[src/rtl/timeclock_divider_decoder.sv]
// timeclock_divider_decoder
// Timing and display front end for the TimeClock FND design.
//   - o_digit_clk: 50 % duty clock with a period of DIGIT_DIV i_clk cycles.
//     It drives the digit-scan counter.
//   - o_time_clk : 50 % duty clock with a period of TIME_DIV i_clk cycles.
//     It is the centisecond tick.
//   - o_font     : active-low 7-segment + DP pattern {dp,g,f,e,d,c,b,a}
//     for the code on i_value.
// Optional build macro: FND_FONT_REG_EN.
//   - When it is defined, o_font is registered. It has one cycle of latency
//     and resets to 8'hFF.
//   - When it is undefined, o_font is a purely combinational function of
//     i_value.
module timeclock_divider_decoder #(
    parameter int DIGIT_DIV = 100_000,
    parameter int TIME_DIV  = 1_000_000
) (
    input  logic       i_clk,
    input  logic       i_reset,
    input  logic [3:0] i_value,
    output logic       o_digit_clk,
    output logic       o_time_clk,
    output logic [7:0] o_font
);

    // Each divider counts half a period and then flips its output.
    // The width never drops below one bit, so DIV == 2 still has a counter.
    localparam int DIGIT_HALF = DIGIT_DIV / 2;
    localparam int TIME_HALF  = TIME_DIV / 2;
    localparam int DIGIT_W    = (DIGIT_HALF > 1) ? $clog2(DIGIT_HALF) : 1;
    localparam int TIME_W     = (TIME_HALF > 1) ? $clog2(TIME_HALF) : 1;

    localparam logic [DIGIT_W-1:0] DIGIT_LAST = DIGIT_W'(DIGIT_HALF - 1);
    localparam logic [TIME_W-1:0]  TIME_LAST  = TIME_W'(TIME_HALF - 1);

    logic [DIGIT_W-1:0] r_digit_cnt;
    logic [TIME_W-1:0]  r_time_cnt;
    logic               r_digit_clk;
    logic               r_time_clk;
    logic [7:0]         w_font;

    // Digit-scan divider: at terminal count, wrap the counter and toggle the output.
    always_ff @(posedge i_clk or posedge i_reset) begin
        if (i_reset) begin
            r_digit_cnt <= '0;
            r_digit_clk <= 1'b0;
        end else if (r_digit_cnt == DIGIT_LAST) begin
            r_digit_cnt <= '0;
            r_digit_clk <= ~r_digit_clk;
        end else begin
            r_digit_cnt <= r_digit_cnt + 1'b1;
        end
    end

    // Time-base divider: same scheme as the digit divider, but runs independently.
    always_ff @(posedge i_clk or posedge i_reset) begin
        if (i_reset) begin
            r_time_cnt <= '0;
            r_time_clk <= 1'b0;
        end else if (r_time_cnt == TIME_LAST) begin
            r_time_cnt <= '0;
            r_time_clk <= ~r_time_clk;
        end else begin
            r_time_cnt <= r_time_cnt + 1'b1;
        end
    end

    assign o_digit_clk = r_digit_clk;
    assign o_time_clk  = r_time_clk;

    // Font lookup (active-low, common anode).
    // Codes 11..15 fall into the default branch and are blanked.
    always_comb begin
        w_font = 8'hFF;
        case (i_value)
            4'd0:    w_font = 8'hC0;
            4'd1:    w_font = 8'hF9;
            4'd2:    w_font = 8'hA4;
            4'd3:    w_font = 8'hB0;
            4'd4:    w_font = 8'h99;
            4'd5:    w_font = 8'h92;
            4'd6:    w_font = 8'h82;
            4'd7:    w_font = 8'hF8;
            4'd8:    w_font = 8'h80;
            4'd9:    w_font = 8'h90;
            4'd10:   w_font = 8'h7F;
            default: w_font = 8'hFF;
        endcase
    end

`ifdef FND_FONT_REG_EN
    logic [7:0] r_font;

    // Registered font output: blank while in reset, one cycle behind i_value.
    always_ff @(posedge i_clk or posedge i_reset) begin
        if (i_reset) begin
            r_font <= 8'hFF;
        end else begin
            r_font <= w_font;
        end
    end

    assign o_font = r_font;
`else
    assign o_font = w_font;
`endif

endmodule

[config.mk]
export PLATFORM = sky130hd
export DESIGN_NAME = timeclock_divider_decoder
export DESIGN_NICKNAME = d
export VERILOG_FILES = /design/src/rtl/timeclock_divider_decoder.sv
export SDC_FILE = /design/constraint.sdc
export NUM_CORES = 1
export LEC_CHECK = 0
export CAP_MARGIN = 20
export CORE_MARGIN = 2
export CORE_UTILIZATION = 35
export CTS_CLUSTER_DIAMETER = 30
export CTS_CLUSTER_SIZE = 8
export DETAILED_ROUTE_END_ITERATION = 16
export GPL_TIMING_DRIVEN = 0
export PLACE_DENSITY = 0.56
export SYNTH_ARGS = -nofsm -noshare
export SYNTH_HDL_FRONTEND = slang
export SYNTH_SLANG_ARGS = --single-unit
[constraint.sdc]
create_clock -name i_clk -period 2.2 [get_ports i_clk]
set_input_delay 0.44 -clock i_clk [delete_from_list [all_inputs] [get_ports i_clk]]
set_output_delay 0.44 -clock i_clk [all_outputs]
set_load 0.005 [all_outputs]
==> results.md, run 1 <==
* Root Buffer: clkbuf_8
* Pwr dens at 643.1 nW/µm²
* Pre-antenna DRT Iters at 4
* Number of antenna violations at the first check in global routing at 0
* Worst slew margin at 49.88%
* Worst endpoint required time at 1.76 ns
* CTS max path bufs at 2
* Synth Register Bits at 37
* Crit path top cell by count: nand2_1
* Vias/cell at 4.873
* Pleak at 1.041 nW
* Worst setup path endpoint: o_font[1]
* NumNets Final at 226
* Worst Path Arrival at 1.68 ns
* Commonest non-fill, non-tap cells in the layout: 37 x dfrtp_1, 24 x nor2_1, 15 x xnor2_1
* Gr usage total at 12.72%
* Peak VDD IR at 0.0003169 V
* Startpoint types: primary input
* Final setup fails at 0
* Synth area leader: dfrtp_1
* Routed vias at 1384
* Crit end category: primary output
* Pre-CTS setup slack at -0.4629 ns
* Worst-Skew Late Latency at 0.29 ns
* Inserted Clock Buffers at 5
* Antenna cells at 0
* Commonest non-fill, non-tap cell in the layout: dfrtp_1
* Crit path buffers/inverters at 3
* Layout area overhead at 20.25%
* GPL Wtd Cong at 0.7094
* Core area at 5172 µm²
* Max-cap violations at 0
* Top FF cell, synth: dfrtp_1
* Overflow after GRT at 0
* Worst setup margin at 0.08163 ns
* Port-buffer cells at 14
* Final period util at 96.29%
* Avg Cell Area, Syn at 9.931 µm²
* First-pass GRT wire length at 6230 µm
* Synth cell types at 30
* Status: completed
* Sequential fraction of the synthesis area at 48.81%
* CP top delay family: buffers and inverters
* Worst path slowest cell: clkdlybuf4s50_1
* CP startpoint: i_value[0]
* Min-delay worst type: register to register
* Routed Antenna Nets at 0
* Die area at 6024 µm²
* Htree depth at 2
* Worst Reg-to-Reg Cells at 6
* Critical path depth at 6
* Post-synth EDFFs at 0
* Syn Std Cell Area at 1897 µm²
* Vias in the first global route at 1364
* Post-synth top area share at 48.81%
* Non-Filler Cell Area, Final at 2281 µm²
* WL per Instance at 12.18 µm
* Tmin final at 2.118 ns
* Placed Area at 2125 µm²
* Largest net degree at the start of global routing at 38
* Worst-path fanout max at 4
* Layout cells sized above 1 at 10.75%
* CP cell instances: clkdlybuf4s15_2 -> inv_1 -> ha_1 -> nand2_1 -> nand2_1 -> clkdlybuf4s50_1
* Synth async-reset ratio at 100.0%
* DR iter-0 viols at 93
* Synth top area cells: dfrtp_1 49%, xnor2_1 6.9%, xor2_1 6.5%
* Cts hold-fix bufs at 0
* CTS tree: done
* F_max at 472.1 MHz
* FF-to-FF Start: r_time_cnt[0]$_DFF_PP0_
* RSZ-0062 raised after global routing: no
* Yosys warns at 0
* Post-Route WL at 3458 µm
* DR DRC count at 0
* HPWL after DPL at 2286 µm
* Die height at 77.62 µm
* Cells after Synth at 191
* Die Width at 77.62 µm
* Clk_skew at 0.008666 ns
* Crit-path max cell delay at 0.50 ns
* Initial core utilization at 36.67%
* Worst-Margin Slew at 0.7508 ns
* RR Endpoint: o_time_clk$_DFFE_PP0N_
* Net Count, Synth at 204
* Clk sinks at 37
* IO Count at 16
* Slew Viols, Final at 0
* Reg2reg setup slack at 0.29 ns
* Final hold vios at 0
* Crit path kind: primary input to primary output
* Clk slew on worst S/H paths at 0.08 ns
* # rows at 26
sequential cells by signal, indices dropped and copies added, names as in the netlist:
name / count
r_time_cnt: 19
r_digit_cnt: 16
o_digit_clk: 1
o_time_clk: 1
timing repair:
action	in CTS	in global routing
setup buffers	0	0
endpoints found under the hold margin	0	0
gates cloned	1	0
pin swaps	0	1
resized for setup	13	7
setup endpoints to repair	8	15
layout make-up:
cell class	count	area (µm²)
Fill cell	520	2892
Tap cell	70	87.58
Timing Repair Buffer	15	142.6
Clock inverter	3	68.82
Clock buffer	5	68.82
Sequential cell	37	925.9
Buffer	3	22.52
Multi-Input combinational cell	140	923.4
Inverter	11	41.29
stage by stage:
step                utilization, %  setup TNS, ns  power [mW]  hold slack [ns]  cells
detailed placement           41.07         -2.650      0.7698           0.4574    275
CTS                          43.98              0       1.483           0.4720    284
floorplan                        -              0      0.7295           0.4547    191
global placement             41.07         -2.786      0.7711           0.4544    275
finish                       44.10              0       1.467           0.4664    284
global route                 44.10              0       1.530           0.4775    284
synthesized netlist by cell type, types with 2 or more instances:
library cell	n
nand2b_1	3
ha_1	7
nand3_1	14
or3_2	2
o21ai_0	5
o31ai_1	3
xnor2_1	15
nor2b_1	2
nor2_1	24
nor3_1	8
inv_1	11
nor4_1	5
dfrtp_1	37
or2_2	2
nand4_1	7
clkbuf_1	3
xor2_1	14
a21oi_1	8
or4_1	2
nand2_1	9
layer usage:
layer  part of all wire [%]  vias to the layer above  track usage (%)  routed length [µm]
li1                       -                      697                -                   -
met1                     53                      660            18.24                1816
met2                     43                       22            18.53                1470
met3                    3.3                        5            3.023                 113
met4                    1.7                        0            4.821                  58
met5                      0                        -                0                   0
cells by family after synthesis:
kind of cell	synth area share, %
simple gates	25.26
flops	48.81
xor+xnor	13.39
compound gates	4.617
buf+inv	2.770
fa+ha+maj	4.617
mux	0.5277
worst min-delay path by stage:
stage / start / endpoint / slack (ns) / cells after the start
finish: o_time_clk$_DFFE_PP0N_ / o_time_clk$_DFFE_PP0N_ / 0.47 / 1
global route: o_time_clk$_DFFE_PP0N_ / o_time_clk$_DFFE_PP0N_ / 0.48 / 1
CTS: o_time_clk$_DFFE_PP0N_ / o_time_clk$_DFFE_PP0N_ / 0.47 / 1
detailed placement: o_time_clk$_DFFE_PP0N_ / o_time_clk$_DFFE_PP0N_ / 0.46 / 1
global placement: o_time_clk$_DFFE_PP0N_ / o_time_clk$_DFFE_PP0N_ / 0.45 / 1
floorplan: r_digit_cnt[0]$_DFF_PP0_ / r_digit_cnt[0]$_DFF_PP0_ / 0.45 / 1
report_power, final:
part           switching (mW)  internal, mW  total (mW)
Combinational          0.0407        0.0324      0.0730
Clock                   0.258         0.456       0.715
Sequential                  0         0.679       0.679
Total                   0.299          1.17        1.47
Power figures use the tool's default switching activity.
==> run 2: changes to the inputs <==
--- a/config.mk
+++ b/config.mk
@@ -13,6 +13,7 @@
 export DETAILED_ROUTE_END_ITERATION = 16
 export GPL_TIMING_DRIVEN = 0
 export PLACE_DENSITY = 0.56
+export SLEW_MARGIN = 0
 export SYNTH_ARGS = -nofsm -noshare
 export SYNTH_HDL_FRONTEND = slang
 export SYNTH_SLANG_ARGS = --single-unit
==> results of run 2 <==
The final DEF is identical to that of run 1; final timing and power are the same.
